File: src/rtl/stp_fsm.sv
// Polynomial loader: copies N+1 coefficients from the data buffer into the
// coefficient RAM slot A*11.., then records the degree in the degree RAM.
module stp_fsm #(
  parameter  int buffer_size = 1024,
  localparam int AW          = (buffer_size > 1) ? $clog2(buffer_size) : 1
) (
  input  logic          clk,
  input  logic          rst,
  input  logic          start_stp,
  input  logic [2:0]    A,
  input  logic [4:0]    N_in,
  input  logic [AW-1:0] rd_addr_data,
  input  logic [15:0]   ram_out_data,
  output logic          en_rd_data,
  output logic [AW-1:0] rd_addr_data_updated,
  output logic          en_wr_S,
  output logic [6:0]    wr_addr_S,
  output logic [15:0]   wr_data_S,
  output logic          en_wr_N,
  output logic [2:0]    wr_addr_N,
  output logic [4:0]    wr_data_N,
  output logic          done_stp,
  output logic [31:0]   status
);

  typedef enum logic [2:0] {
    ST_START, ST_CHECK_N, ST_RD, ST_WR, ST_WR_N, ST_ERR, ST_END
  } state_t;

  localparam logic [AW-1:0] PTR_LAST = AW'(buffer_size - 1);

  state_t      state;
  logic [2:0]  a_q;
  logic [4:0]  n_q;
  logic [3:0]  idx;

  always_ff @(posedge clk) begin
    if (!rst) begin
      state                <= ST_START;
      rd_addr_data_updated <= '0;
      idx                  <= '0;
      status               <= 32'hFFFF_FFFF;
      a_q                  <= '0;
      n_q                  <= '0;
    end else begin
      case (state)
        ST_START: if (start_stp) begin
          a_q                  <= A;
          n_q                  <= N_in;
          rd_addr_data_updated <= rd_addr_data;
          idx                  <= '0;
          state                <= ST_CHECK_N;
        end
        ST_CHECK_N: state <= (n_q > 5'd10) ? ST_ERR : ST_RD;
        ST_RD:      state <= ST_WR;
        ST_WR: begin
          idx                  <= idx + 4'd1;
          // Pointer wraps explicitly so non-power-of-two buffers work too
          rd_addr_data_updated <= (rd_addr_data_updated == PTR_LAST) ? '0
                                  : rd_addr_data_updated + AW'(1);
          state                <= ({1'b0, idx} == n_q) ? ST_WR_N : ST_RD;
        end
        ST_WR_N: begin
          status <= 32'd0;
          state  <= ST_END;
        end
        ST_ERR: begin
          status <= 32'd2;
          state  <= ST_END;
        end
        ST_END:  state <= ST_START;
        default: state <= ST_START;
      endcase
    end
  end

  // Strobes are pure state decodes; address/data are zeroed while idle
  assign en_rd_data = (state == ST_RD);
  assign en_wr_S    = (state == ST_WR);
  assign en_wr_N    = (state == ST_WR_N) || (state == ST_ERR);
  assign done_stp   = (state == ST_END);

  assign wr_addr_S = en_wr_S ? (7'(a_q) * 7'd11 + 7'(idx)) : 7'd0;
  assign wr_data_S = en_wr_S ? ram_out_data : 16'd0;
  assign wr_addr_N = en_wr_N ? a_q : 3'd0;
  assign wr_data_N = (state == ST_ERR)  ? 5'h1F :
                     (state == ST_WR_N) ? n_q   : 5'd0;

endmodule

File: config.mk
export PLATFORM = sky130hd
export DESIGN_NAME = stp_fsm
export DESIGN_NICKNAME = d
export VERILOG_FILES = /design/src/rtl/stp_fsm.sv
export SDC_FILE = /design/constraint.sdc
export NUM_CORES = 1
export LEC_CHECK = 0
export CAP_MARGIN = 20
export CELL_PAD_IN_SITES_DETAIL_PLACEMENT = 0
export CELL_PAD_IN_SITES_GLOBAL_PLACEMENT = 1
export CORE_UTILIZATION = 30
export CTS_CLUSTER_SIZE = 30
export DETAILED_ROUTE_END_ITERATION = 12
export PLACE_DENSITY_LB_ADDON = 0.1
export SETUP_SLACK_MARGIN = 0.3
export SKIP_CTS_REPAIR_TIMING = 1
export SYNTH_ARGS = -nofsm -noshare
export SYNTH_HDL_FRONTEND = slang
export SYNTH_SLANG_ARGS = --single-unit
File: constraint.sdc
create_clock -name clk -period 7.35 [get_ports clk]
set_clock_uncertainty 0.05 [all_clocks]
set_input_delay 0.735 -clock clk [delete_from_list [all_inputs] [get_ports clk]]
set_output_delay 0.735 -clock clk [all_outputs]
set_load 0.03 [all_outputs]
==> results of run 1 <==
-- stage by stage --
step / instance area, um^2 / setup WS (ns)
6_report: 3140 / 3.38
5_1_grt: 3140 / 3.22
4_1_cts: 3130 / 3.35
3_5_place_dp: 3080 / 3.67
3_3_place_gp: 3080 / 3.74
2_1_floorplan: 2150 / 4.14
-- cell type report --
type,instances,share of cell area
Multi-Input combinational cell,186,0.400
Tap cell,96,0.0382
Sequential cell,27,0.172
Inverter,10,0.0120
Timing Repair Buffer,114,0.364
Clock buffer,4,0.0143
-- flip-flops by register name, summed over array words and instances, names as in the netlist --
name                  cells
rd_addr_data_updated     10
state                     3
n_q                       5
a_q                       3
idx                       4
status                    2
-- kinds of logic (layout without fill, tap and decap cells) --
| family | count (synthesis) | count (layout) |
|---|---|---|
| adder cells (fa/ha/maj) | 16 | 16 |
| buffers and inverters | 55 | 128 |
| AND/OR/NAND/NOR | 105 | 105 |
| AO/OA/AOI/OAI | 54 | 54 |
| XOR/XNOR | 10 | 10 |
| flip-flops | 27 | 27 |
| multiplexers | 1 | 1 |
-- per-layer routing --
layer	up-vias	global-route usage	wire (um)
met5	-	0	0
met4	0	0.0394	41
met3	4	0.0181	224
met2	62	0.259	2500
met1	918	0.220	2850
li1	1030	-	-
-- worst max-delay path, stage by stage, from the launching register on --
cell,delay (ns)
sky130_fd_sc_hd__dfxtp_1,0.43
sky130_fd_sc_hd__ha_1,0.28
sky130_fd_sc_hd__fa_1,0.52
sky130_fd_sc_hd__fa_1,0.47
sky130_fd_sc_hd__a21o_1,0.19
sky130_fd_sc_hd__a21oi_1,0.16
sky130_fd_sc_hd__xor2_1,0.08
sky130_fd_sc_hd__nor2_1,0.09
sky130_fd_sc_hd__clkdlybuf4s50_1,0.68
-- cells in the final DEF (no fill, tap or decap), types with 4 or more instances in the layout --
master	instances
sky130_fd_sc_hd__a211oi_1	4
sky130_fd_sc_hd__a21oi_1	17
sky130_fd_sc_hd__a22oi_1	4
sky130_fd_sc_hd__and2_1	22
sky130_fd_sc_hd__clkdlybuf4s50_1	113
sky130_fd_sc_hd__dfxtp_1	27
sky130_fd_sc_hd__ha_1	13
sky130_fd_sc_hd__inv_1	10
sky130_fd_sc_hd__nand2_1	33
sky130_fd_sc_hd__nand3_1	4
sky130_fd_sc_hd__nor2_1	23
sky130_fd_sc_hd__nor3_1	6
sky130_fd_sc_hd__o21ai_0	5
sky130_fd_sc_hd__xor2_1	7
-- worst max path at each step --
stage	from	depth (start not counted)	to	slack (ns)
2_1_floorplan	a_q[1]	7	wr_addr_S[5]	4.14
3_3_place_gp	a_q[1]	8	wr_addr_S[5]	3.74
3_5_place_dp	a_q[1]	8	wr_addr_S[5]	3.67
4_1_cts	a_q[1]	8	wr_addr_S[5]	3.35
5_1_grt	a_q[1]	8	wr_addr_S[5]	3.22
6_report	a_q[2]	8	wr_addr_S[5]	3.38
-- where the power goes --
| group | switching [W] | internal, W |
|---|---|---|
| Sequential | 0.0000332 | 0.000162 |
| Clock | 0.0000490 | 0.0000389 |
| Combinational | 0.000116 | 0.0000992 |
| Total | 0.000198 | 0.000300 |
==> results, run 1 <==
- The required time of the critical path is about 6.6 ns.
- The flip-flop and latch count after synthesis is 27.
- The adder-cell area share of the yosys netlist is 0.103.
- The detailed-route via count is roughly 2.0k.
- The gate count after technology mapping is about 270.
- The worst-case IR drop observed on VDD is 59.2 uV.
- Buffers placed on the I/O ports in this run total approximately 110.
- The final-report hold violation count is 0.
- The worst register-to-register path has a setup slack of between 4 and 5 ns.
- The power per cell area is about 160 nW/um^2.
- The maximum count of clock buffers along a single path is 2.
- The iteration count of the initial detailed-routing pass is 4.
- Summed over all layers, the global routing overflow is 0.
- In the final routed layout, each cell accounts on average for roughly 13 um.
- Registers take between 500 and 600 um^2.
- Sorting the synthesized cells by how often they occur yields sky130_fd_sc_hd__nand2_1 (33), sky130_fd_sc_hd__buf_4 (31), sky130_fd_sc_hd__dfxtp_1 (27), sky130_fd_sc_hd__nor2_1 (23), sky130_fd_sc_hd__and2_1 (22).
- The post-synthesis cell type count is 51.
- The floorplan step set the die width to just under 90 um.
- In this run the critical register-to-register path is captured at rd_addr_data_updated[0].
- The first global-routing pass estimated ~9600 um of wire.
- By area, the combinational part of the netlist is dominated by simple AND/OR/NAND/NOR gates.
- The starting density of the core is 0.313.
- By area the synthesized netlist is led by sky130_fd_sc_hd__dfxtp_1 (25%), sky130_fd_sc_hd__buf_4 (11%), sky130_fd_sc_hd__ha_1 (7.6%), sky130_fd_sc_hd__and2_1 (6.4%), sky130_fd_sc_hd__nand2_1 (5.8%).
- The sum of negative setup slack is 0 ns.
- Across all hold checks on the routed design, the worst slack comes to about 0.43 ns.
- The worst setup path is launched from a register.
- Counting instances, the worst hold path has a depth of 2.
- Counting the fill cells in the layout gives 700.
- The max-cap violation count is 0.
- Of the total synthesized cell area, the portion taken by AND, OR, NAND and NOR gates is 0.263.
- For the worst-skew pair, the clock arrives at the later sink with an insertion delay of approximately 0.28 ns.
- The final max-slew violation count is 0.
- The total leakage power is roughly 1.3 nW.
- The worst path needs a little under 4 ns of the cycle, external delays included.
- The remaining number of nets flagged by the antenna check after routing is 0.
- The die footprint is around 7500 um^2.
- The TritonCTS clock tree is done.
- The hold path startpoint is status[1].
- Once layout is complete, the utilization of the core stands at 0.457.
- Across every metal layer, demand over resource in global routing totals 0.158.
- The most common cell in the netlist is sky130_fd_sc_hd__nand2_1.
- The number of enable flip-flop cells after synthesis is 0.
- The final clock period utilization by the worst path is 0.541.
- The number of DRC markers in iteration 0 is 58.
- The synthesized area per cell is approximately 8 um^2.
- The number of global-route vias before repair was approximately 2.0k.
- Clock tree synthesis found a total of 27 sinks.
- The area occupied by multi-input gates is 1250 um^2.
- The region available for standard cell placement spans about 6900 um^2.
- The number of buffers inserted during clock tree synthesis is 3.
- Clock-pin slew was measured on the worst setup and hold paths at around 0.10 ns.
- Counting every net in the synthesized netlist gives roughly 320.
- In this run the count of I/O pins placed on the die edge is 114.
- The endpoint arrival time on the critical path is between 3 and 4 ns.
- The slew at the pin closest to its max-slew limit is between 0.8 and 0.9 ns.
- After detailed routing, the number of remaining DRC violations is 0.
- Counting tap cells, the placed design contains a total of 432 instances.
- The number of rows created at floorplan is 30.
- The tree is rooted in a sky130_fd_sc_hd__clkbuf_8.
- The multiplexer area fraction after synthesis is 0.00465.
- The final layout contains roughly 400 nets.
- CTS built an H-tree with a depth of 1.
- The repair_antennas step left the layout with diodes totalling 0.
- The number of antenna violations at the first check in global routing is 0.
- The share of the Yosys chip area taken by registers is 0.251.
- The number of failing setup endpoints in the final timing report is 0.
- The fraction of the mapped netlist area in compound gates is 0.171.
- In the final layout, the share of cells above drive strength 1 is 0.0411.
- The global placer's final weighted congestion is around 0.75.
- Total power for the finished layout comes to roughly 0.00050 W.
- Counting cells, the worst reg-to-reg path comes to 5.
- Setup repair after global routing left no endpoint under its margin.
- The worst slew margin relative to its limit is 0.434.
- In the synthesized netlist the dominant register cell turns out to be sky130_fd_sc_hd__dfxtp_1.
- The area share of the largest cell type after synthesis is 0.251.
- The maximum net fanout on the critical path is 5.
- The total wirelength of the detailed-routed design is about 5600 um.
- The die is about 87 um tall.
- The Yosys step of the flow raised 0 warnings.
- The maximum clock rate is approximately 0.25 GHz.
- Detailed placement ended at an HPWL of approximately 4100 um.
- Using the TritonRoute via totals, the vias-per-cell ratio works out to approximately 4.6.
- The end of the worst hold path is status[1].
- The min-delay analysis places its worst path in the category register to register.
- The final non-filler cell total is approximately 440.
- The path type of the worst setup path is register to output pin.
- Entering global routing, the biggest net connects 33 pins.
- Relative to the synthesized area, the layout overhead comes to 45.8%.
- The synthesized netlist occupies a cell area of about 2200 um^2.
- The critical path capture point type is an output pin.
- The proportion of synthesized flip-flops having asynchronous set or reset is 0.
- The startpoint identified for the worst register-to-register timing path is state[0].
- Of the total synthesized cell area, the portion taken by XOR and XNOR cells is 0.0407.
- The flow ran to the end, and the final reports show no timing, DRC or antenna violations.
- The largest area contributor in the netlist is sky130_fd_sc_hd__dfxtp_1.
Power figures use the tool's default switching activity.
==> run 2: changes to the inputs <==
--- a/config.mk
+++ b/config.mk
@@ -8,7 +8,7 @@
 export CAP_MARGIN = 20
 export CELL_PAD_IN_SITES_DETAIL_PLACEMENT = 0
 export CELL_PAD_IN_SITES_GLOBAL_PLACEMENT = 1
-export CORE_UTILIZATION = 30
+export CORE_UTILIZATION = 25
 export CTS_CLUSTER_SIZE = 30
 export DETAILED_ROUTE_END_ITERATION = 12
 export PLACE_DENSITY_LB_ADDON = 0.1
==> constraint.sdc (replaced) <==
create_clock -name clk -period 3.4 [get_ports clk]
set_clock_uncertainty 0.05 [all_clocks]
set_input_delay 0.34 -clock clk [delete_from_list [all_inputs] [get_ports clk]]
set_output_delay 0.34 -clock clk [all_outputs]
set_load 0.03 [all_outputs]
==> run 2 against run 1 <==
  * Via count down 0.84%
  * Utilization shrank 7.1 points
  * Non-clock buffer count increased by 5
  * Clock-buffer cell count stayed put
  * Die area increased by 20%
  * Critical path type unchanged
  * Critical endpoint unchanged
  * Largest power group unchanged
==> results, run 2 (same netlist as run 1, synthesis figures left out) <==
- The flow ran to the end, and the final reports show no timing, DRC or antenna violations.
- The end of the worst hold path is status[1].
- The DRC violation count after routing is 0 (unchanged).
- The sum of negative setup slack is 0 ns (unchanged).
- Setup repair after global routing could not meet its margin everywhere.
- The largest registers in the layout are rd_addr_data_updated x10, n_q x5, idx x4.
- The global placer's final weighted congestion is 0.740 (-1.4%).
- The maximum level of the CTS H-tree is 1 (unchanged).
- The final layout net count is 400 (+1.3%).
- The I/O pin count came to 114 (unchanged).
- The global-route wire length before repair was 9870 um (+2.5%).
- The longest individual stage delay on the worst path is 0.51 ns (-0.17 ns).
- The register name with the most flops is rd_addr_data_updated.
- The critical path goes through ha_1, fa_1, fa_1, a21o_1, a21oi_1, xor2_1, nor2_1, dlymetal6s2s_1.
- The total area of sequential cells is 543 um^2 (+0.46%).
- The clock-pin slew on the worst setup and hold paths was 0.09 ns (about the same).
- The count of clock tree sinks is 27 (unchanged).
- Based on the critical path, the design can be clocked at up to 0.318 GHz.
- The die extent in y was 94.8 um (+9.3%).
- The number of antenna violations at the first check in global routing is 0 (unchanged).
- The worst register-to-register path begins at state[1].
- The most common library cell in the layout ignoring fill and taps is sky130_fd_sc_hd__clkdlybuf4s50_1.
- The count of input and output buffers came to 113 (unchanged).
- The kind of start point of the critical path is a register.
- The max-cap violation count was 0 (unchanged).
- The post-detailed-placement half-perimeter wirelength is 4640 um (+12%).
- The path type of the worst setup path is register to output pin.
- The classification of the worst-slack hold path is register to register.
- The clock latency of the later-clocked register in the worst-skew pair is 0.27 ns (about the same).
- The required time of the critical path was 3.01 ns (-3.56 ns).
- The leftover overflow at the end of global routing is 0 (unchanged).
- The post-detailed-route wirelength per cell came to 13.5 um (+5.4%).
- The width of the die is 94.8 um (+9.3%).
- The share of post-route cells with drive strength above 1 is 0.0694 (+0.0283).
- The power per cell area was 337 nW/um^2 (+110%).
- The maximum count of clock buffers along a single path is 2 (unchanged).
- The number of rows created at floorplan is 33 (+10%).
- The internal reg-to-reg setup slack is 1.37 ns (-3.55 ns).
- The worst-case reg-to-reg path depth is 6 (+1).
- The total leakage power is 1.39 nW (+6.3%).
- The remaining number of nets flagged by the antenna check after routing is 0 (unchanged).
- STA classifies the critical path endpoint as an output pin.
- The number of global-route vias before repair is 1966 (-0.20%).
- The detailed-route via count is 1997 (-0.84%).
- The final max-slew violation count is 0 (unchanged).
- The number of failing setup endpoints in the final timing report is 0 (unchanged).
- From synthesis to final layout, the design area changed by 48.1%.
- The maximum net fanout on the critical path is 5 (unchanged).
- TritonCTS built the clock tree.
- The final-report hold violation count is 0 (unchanged).
- The die footprint is 8990 um^2 (+20%).
- Of the available clock period, the critical path in the final layout requires 0.924.
- The number of diodes is 0 (unchanged).
- The average vias per placed instance was 4.43 (-3.9%).
- The starting density of the core came to 0.261 (-0.0527).
- The filler cell count in the final layout is 878 (+25%).
- The total core area is 8260 um^2 (+20%).
- The slew at the pin closest to its max-slew limit was 0.914 ns (+0.0659 ns).
- The post-layout total power is 0.00108 W (+120%).
- The worst IR drop on VDD is 146 uV (+150%).
- The hold path depth is 2 (unchanged).
- The cell with the largest stage delay on the worst path is sky130_fd_sc_hd__fa_1.
- The most numerous cell type found on the critical path is sky130_fd_sc_hd__fa_1.
- The iteration count of the initial detailed-routing pass is 4 (unchanged).
- The startpoint identified for the worst hold timing path is status[1].
- The number of flip-flops under the largest register name is 10 (unchanged).
- The endpoint identified for the worst register-to-register timing path is rd_addr_data_updated[5].
- The share of the core filled with cells is 0.386 (-0.0710).
- The endpoint arrival time on the critical path is 2.75 ns (-0.44 ns).
- The number of DRC markers in iteration 0 was 44 (-24%).
- Subtracting the final worst setup slack from the clock period gives about 3.1 ns.
- The maximum number of pins on one net before global-route repair is 33 (unchanged).
- The area occupied by multi-input gates is 1260 um^2 (+0.30%).
- The total routing usage reported by global routing is 0.141 (-0.0166).
- The worst slew margin relative to its limit is 0.390 (-0.0440).
- The total wirelength of the detailed-routed design is 6110 um (+8.7%).
- In the layout the commonest cells are sky130_fd_sc_hd__clkdlybuf4s50_1 (108), sky130_fd_sc_hd__nand2_1 (33), sky130_fd_sc_hd__dfxtp_1 (25).
- The number of buffers inserted during clock tree synthesis came to 3 (unchanged).
- The root buffer cell is sky130_fd_sc_hd__clkbuf_8.
==> run 2: metrics by stage <==
stage	area [um^2]	cells	hold slack (ns)	setup slack [ns]
2_1_floorplan	2150	268	0.423	0.583
3_3_place_gp	3140	447	0.411	0.153
3_5_place_dp	3140	447	0.416	0.133
4_1_cts	3190	451	0.440	-0.185
5_1_grt	3190	451	0.462	0.0345
6_report	3190	451	0.435	0.258
==> run 2: power by group <==
group	switching (W)	internal [W]	total, W
Clock	0.000100	0.0000840	0.000184
Combinational	0.000262	0.000219	0.000481
Sequential	0.0000598	0.000351	0.000411
Total	0.000422	0.000654	0.00108
==> run 2: per-layer routing <==
layer | global-route usage | wire, um
met1 | 0.179 | 2900
met5 | 0 | 0
met3 | 0.0274 | 250
met4 | 0.0152 | 18
met2 | 0.253 | 2940
==> run 2: worst max-delay path: cells and delay by family (launching register included) <==
family	cells	cell delay, ns
xor gates and xnor gates	1	0.08
DFF	1	0.36
buffers and inverters	1	0.29
adders and majority gates	3	1.30
and+or+nand+nor	1	0.08
AOI/OAI and AO/OA	2	0.37
==> run 2: area by class of cell <==
class                      instances  share of cell area
clock buffer                       4              0.0141
sequential                        27               0.170
inverter                          10              0.0118
tap                              105              0.0412
timing repair buffer             119               0.368
multi-input combinational        186               0.395
==> run 2: worst max-delay path by stage <==
stage	from	end	slack, ns	cells after the start
after floorplan	a_q[1]	wr_addr_S[5]	0.58	7
after global placement	a_q[1]	wr_addr_S[5]	0.15	8
after detailed placement	a_q[1]	wr_addr_S[5]	0.13	8
after CTS	a_q[1]	wr_addr_S[5]	-0.19	8
after global routing	a_q[1]	wr_addr_S[5]	0.03	8
final	a_q[1]	wr_addr_S[5]	0.26	8
